==> src/rtl/aoi211_pipe_pkg.sv <==
// Shared definitions for the pipelined AOI211/OAI211 lane datapath.
// The lane function here is used by the RTL and by the bench reference model.
package aoi211_pipe_pkg;

    localparam logic MODE_AOI   = 1'b0;
    localparam logic MODE_OAI   = 1'b1;
    localparam int   WIDTH_MAX  = 64;
    localparam int   STAGES_MAX = 4;

    function automatic logic aoi211_eval(input logic mode, input logic a1, input logic a2,
                                         input logic b, input logic c);
        if (mode == MODE_OAI) return ~((a1 | a2) & b & c);
        return ~((a1 & a2) | b | c);
    endfunction

endpackage

==> src/rtl/gf180mcu_fd_sc_mcu9t5v0__aoi211_pipe_stage.sv <==
// One pipeline slot: valid/data/mode register that loads when empty or draining.
// Data only changes when a valid item arrives, so bubbles leave payload untouched.
module gf180mcu_fd_sc_mcu9t5v0__aoi211_pipe_stage
    import aoi211_pipe_pkg::*;
#(
    parameter int WIDTH = 8
) (
    input  logic             CLK,
    input  logic             RST,
    input  logic             in_valid,
    input  logic [WIDTH-1:0] in_data,
    input  logic             in_mode,
    input  logic             down_ready,
    output logic             ready,
    output logic             valid,
    output logic [WIDTH-1:0] data,
    output logic             mode
);

    logic             valid_q, valid_d;
    logic [WIDTH-1:0] data_q, data_d;
    logic             mode_q, mode_d;

    assign ready = ~valid_q | down_ready;

    always_comb begin
        valid_d = valid_q;
        data_d  = data_q;
        mode_d  = mode_q;
        if (ready) begin
            valid_d = in_valid;
            if (in_valid) begin
                data_d = in_data;
                mode_d = in_mode;
            end
        end
    end

    always_ff @(posedge CLK or posedge RST) begin
        if (RST) begin
            valid_q <= 1'b0;
            data_q  <= '0;
            mode_q  <= MODE_AOI;
        end else begin
            valid_q <= valid_d;
            data_q  <= data_d;
            mode_q  <= mode_d;
        end
    end

    assign valid = valid_q;
    assign data  = data_q;
    assign mode  = mode_q;

endmodule

==> src/rtl/gf180mcu_fd_sc_mcu9t5v0__aoi211_pipe.sv <==
// Multi-lane AOI211/OAI211 evaluated at the input, then carried through a
// STAGES-deep elastic register chain with valid/ready flow control.
module gf180mcu_fd_sc_mcu9t5v0__aoi211_pipe
    import aoi211_pipe_pkg::*;
#(
    parameter int WIDTH  = 8,
    parameter int STAGES = 2
) (
    input  logic             CLK,
    input  logic             RST,
    input  logic             IN_VALID,
    output logic             IN_READY,
    input  logic             MODE,
    input  logic [WIDTH-1:0] A1,
    input  logic [WIDTH-1:0] A2,
    input  logic [WIDTH-1:0] B,
    input  logic [WIDTH-1:0] C,
    output logic             OUT_VALID,
    input  logic             OUT_READY,
    output logic [WIDTH-1:0] ZN,
    output logic             OUT_MODE
);

    logic [WIDTH-1:0]             eval_zn;
    logic [STAGES-1:0]            src_v, src_m, v, m;
    logic [STAGES-1:0][WIDTH-1:0] src_d, d;
    logic [STAGES:0]              adv;

    always_comb begin
        eval_zn = '0;
        for (int i = 0; i < WIDTH; i++)
            eval_zn[i] = aoi211_eval(MODE, A1[i], A2[i], B[i], C[i]);
    end

    // The ready chain runs combinationally from OUT_READY back to IN_READY so a
    // full pipeline can accept and release in the same cycle.
    assign adv[STAGES] = OUT_READY;

    for (genvar k = 0; k < STAGES; k++) begin : g_stage
        if (k == 0) begin : g_head
            assign src_v[k] = IN_VALID;
            assign src_d[k] = eval_zn;
            assign src_m[k] = MODE;
        end else begin : g_link
            assign src_v[k] = v[k-1];
            assign src_d[k] = d[k-1];
            assign src_m[k] = m[k-1];
        end

        gf180mcu_fd_sc_mcu9t5v0__aoi211_pipe_stage #(.WIDTH(WIDTH)) u_stage (
            .CLK        (CLK),
            .RST        (RST),
            .in_valid   (src_v[k]),
            .in_data    (src_d[k]),
            .in_mode    (src_m[k]),
            .down_ready (adv[k+1]),
            .ready      (adv[k]),
            .valid      (v[k]),
            .data       (d[k]),
            .mode       (m[k])
        );
    end

    assign IN_READY  = adv[0];
    assign OUT_VALID = v[STAGES-1];
    assign ZN        = v[STAGES-1] ? d[STAGES-1] : '0;
    assign OUT_MODE  = m[STAGES-1];

endmodule
==> config.mk <==
export PLATFORM = sky130hd
export DESIGN_NAME = gf180mcu_fd_sc_mcu9t5v0__aoi211_pipe
export DESIGN_NICKNAME = d
export VERILOG_FILES = /design/src/rtl/aoi211_pipe_pkg.sv /design/src/rtl/gf180mcu_fd_sc_mcu9t5v0__aoi211_pipe_stage.sv /design/src/rtl/gf180mcu_fd_sc_mcu9t5v0__aoi211_pipe.sv
export SDC_FILE = /design/constraint.sdc
export NUM_CORES = 1
export LEC_CHECK = 0
export BUFFER_PORTS_ARGS = -buffer_cell sky130_fd_sc_hd__buf_2
export CAP_MARGIN = 25
export CORE_ASPECT_RATIO = 1.1
export CORE_MARGIN = 8
export CORE_UTILIZATION = 47
export DETAILED_ROUTE_END_ITERATION = 10
export PLACE_DENSITY_LB_ADDON = 0.2
export SLEW_MARGIN = 20
export SYNTH_ARGS = -nofsm -noshare
export SYNTH_HDL_FRONTEND = slang
export SYNTH_HIERARCHICAL = 1
export SYNTH_SLANG_ARGS = --single-unit
==> constraint.sdc <==
create_clock -name CLK -period 2 [get_ports CLK]
set_clock_uncertainty 0.15 [all_clocks]
set_input_delay 0.2 -clock CLK [delete_from_list [all_inputs] [get_ports CLK]]
set_output_delay 0.2 -clock CLK [all_outputs]
set_load 0.005 [all_outputs]
==> summary.md <==
| Metric | Value |
|---|---|
| Num CTS Buffers | `3` |
| Iteration-0 DRC Markers | `12` |
| Reg clk slew, reported paths | `approximately 0.10 ns` |
| Gr usage total | `11.3%` |
| Placed wire-length estimate | `a little under 2 mm` |
| Largest area contributor in the netlist | `dfrtp_1` |
| CP top delay family | `flip-flops` |
| Antenna diodes | `0` |
| Worst min-delay path class | `primary input to flop` |
| TNS Setup | `0 ns` |
| Synth-to-layout area growth | `25.6%` |
| Post-CTS Repair Setup Buffers | `0` |
| Initial Util | `47.6%` |
| Fmax | `between 0.6 and 0.7 GHz` |
| WL final | `approximately 2.3 mm` |
| Worst Setup Start Kind | `flop` |
| Top cell type's share of synthesized area | `between 40% and 50%` |
| Initial antenna violation count | `0` |
| Synth top area cells | `dfrtp_1 (43%), mux2_4 (23%), a22oi_1 (4.6%), and2_1 (4.3%), a21oi_1 (3.5%)` |
| Clk buf depth | `2` |
| Net Sw Power | `between 0.0002 and 0.0003 W` |
| Warnings from Yosys | `6` |
| Slew Limit Fails | `0` |
| Setup violators final | `0` |
| Power Dens Cells | `roughly 750 nW/um2` |
| # rows | `19` |
| Drt via density | `4.79` |
| Minimum clock period | `1.61 ns` |
| Core area | `2420 um2` |
| Pwr Total | `roughly 0.0011 W` |
| Avg Cell Area, Syn | `11.1 um2` |
| Filler instances | `219` |
| Setup crit end kind | `primary output` |
| Largest net degree at the start of global routing | `18` |
| Setup CP Type | `flop to primary output` |
| Clock Power Share | `16.5%` |
| H-tree depth | `1` |
| Max-cap violations | `0` |
| Outcome | `finished, final reports clean` |
| Switching fraction of total power | `between 20% and 30%` |
| Root buffer cell | `clkbuf_4` |
| Syn Nets | `between 100 and 150` |
| Cell mode on critical path | `nand2b_4` |
| Vias in the first global route | `961` |
| Pre-antenna DRT Iters | `4` |
| Critical Path Max Stage Delay | `between 0.5 and 0.6 ns` |
| Avg WL per Cell | `~12 um` |
| Pint | `roughly 0.0008 W` |
| Post-Syn Area | `roughly 1200 um2` |
| Routability congestion estimate | `0.683` |
| TritonCTS Sinks | `20` |
| Flip-flop and latch count after synthesis | `20` |
| Seq/Total Area, Yosys | `43.3%` |
| Slew HR | `76.6%` |
| Layout cells sized above 1 | `46.8%` |
| Final hold vios | `0` |
| Die ar. | `4300 um2` |
| Critical-path cell with the highest stage delay | `dfrtp_1` |
| Pleak | `0.768 nW` |
| Req. time, crit path | `approximately 1.7 ns` |
| CP Buf/Inv Count | `1` |
| CTS tree | `yes` |
| Crit-path cells | `nand2b_4, nand2b_4, buf_2` |
| VDD IR-drop max | `approximately 0.00033 V` |
| Mapped Cells | `104` |
| # IOs | `48` |
| Port Buffer Count | `47` |
| Worst Tran Pin Value | `between 0.3 and 0.4 ns` |
| Nets | `a little under 200` |
| Chip Width | `around 63 um` |
| Via count | `approximately 890` |
| Distinct cells, synth | `16` |
| RSZ-0062 raised after global routing | `false` |
| Commonest non-fill, non-tap cell in the layout | `buf_2` |
| Total grt overflow | `0` |
| DRC errors left | `0` |
| Die Span Y | `roughly 68 um` |
| Tcrit/Tclk final | `roughly four fifths` |
| Comb pwr share | `between 30% and 40%` |
| WP data arrival | `roughly 1.3 ns` |
| Clk_lat worst skew | `between 0.2 and 0.3 ns` |
| Antenna violation net count after detailed routing | `0` |
| Crit-path max FO | `10` |
| Most frequent cells in the layout | `buf_2 (47), dfrtp_1 (20), mux2_4 (18), inv_1 (10), nor2_1 (9)` |
| First-pass GRT wire length | `4.01 mm` |
| Seq pwr share | `about half` |
==> power groups by stage <==
stage	clock network [W]	logic (W)	registers (W)
3_5_place_dp	0	0.000361	0.000564
5_1_grt	0.000210	0.000398	0.000568
4_1_cts	0.000181	0.000363	0.000555
3_3_place_gp	0	0.000351	0.000556
6_report	0.000179	0.000356	0.000554
2_1_floorplan	0	0.000251	0.000541
==> per-layer routing <==
metal	track usage, %	wire length (um)	vias to the layer above
li1	-	-	454
met1	13.6	1060	396
met2	18.7	1070	34
met3	2.78	126	2
met4	5.85	25	0
met5	0	0	-
==> synth_stat cells <==
cell type and number:
o21ai_1 3, nand2_8 2, a22oi_1 7, nand2b_1 2
nor3_1 1, inv_1 10, nand2b_4 2, o21ai_0 5
a21oi_1 8, a21boi_0 1, nand2_1 7, nor2_1 9
and2_1 8, dfrtp_1 20, buf_6 1, mux2_4 18
==> worst paths after layout <==
| check | start | end | slack, ns | cells past startpoint |
|---|---|---|---|---|
| max in group asynchronous | RST | g_stage[1].u_stage/mode | 1.17 | 3 |
| min in group asynchronous | RST | g_stage[0].u_stage/data[3] | 0.27 | 3 |
| worst max-delay path | g_stage[1].u_stage/valid | IN_READY | 0.39 | 3 |
| worst min-delay path | IN_VALID | g_stage[0].u_stage/valid | 0.04 | 2 |
| worst min register to register | g_stage[1].u_stage/data[6] | g_stage[1].u_stage/data[6] | 0.36 | 1 |
| worst max register to register | g_stage[1].u_stage/valid | g_stage[0].u_stage/data[4] | 0.48 | 4 |
==> kinds of logic (layout without fill, tap and decap cells) <==
kind of cell    after synthesis  count (layout)  synth area share (%)
simple gates                 31              31                  16.9
compound gates               24              24                  12.1
flops                        20              20                  43.3
mux                          18              18                  23.4
buf+inv                      11              61                  4.23
==> timing repair <==
| action | in CTS | in global routing |
|---|---|---|
| resized for setup | 0 | 0 |
| endpoints found under the hold margin | 20 | 0 |
| hold buffers | 1 | 0 |
==> final cells by class <==
type	instances	area (um2)	share of cell area, %
multi-input cells	73	606	41.8
flip-flops and latches	20	500	34.5
repair buffers	48	245	16.9
inverters	10	37.5	2.59
well taps	31	38.8	2.67
clock buffers	3	22.5	1.55
==> worst register-to-register path: stages, from the launching register on <==
cell and delay (ns):
dfrtp_1 0.52, nand2b_4 0.12, nand2b_4 0.19, nand2_8 0.13, mux2_4 0.30
==> registers in the layout, summed over array words and instances (netlist names) <==
| name | cells |
|---|---|
| g_stage.u_stage/data | 16 |
| g_stage.u_stage/mode | 2 |
| g_stage.u_stage/valid | 2 |
==> metrics by stage <==
stage          cell area [um2]  std cells  hold slack, ns  worst slack [ns]  util (%)
6_report                  1450        185          0.0398             0.395      59.8
5_1_grt                   1450        185          0.0239             0.271      59.8
4_1_cts                   1450        185          0.0389             0.365      59.8
3_5_place_dp              1420        181          0.0413             0.470      58.5
3_3_place_gp              1420        181          0.0409             0.523      58.5
2_1_floorplan             1150        104          -0.110             0.563         -
Note: power is estimated with default switching activity, not from simulation.
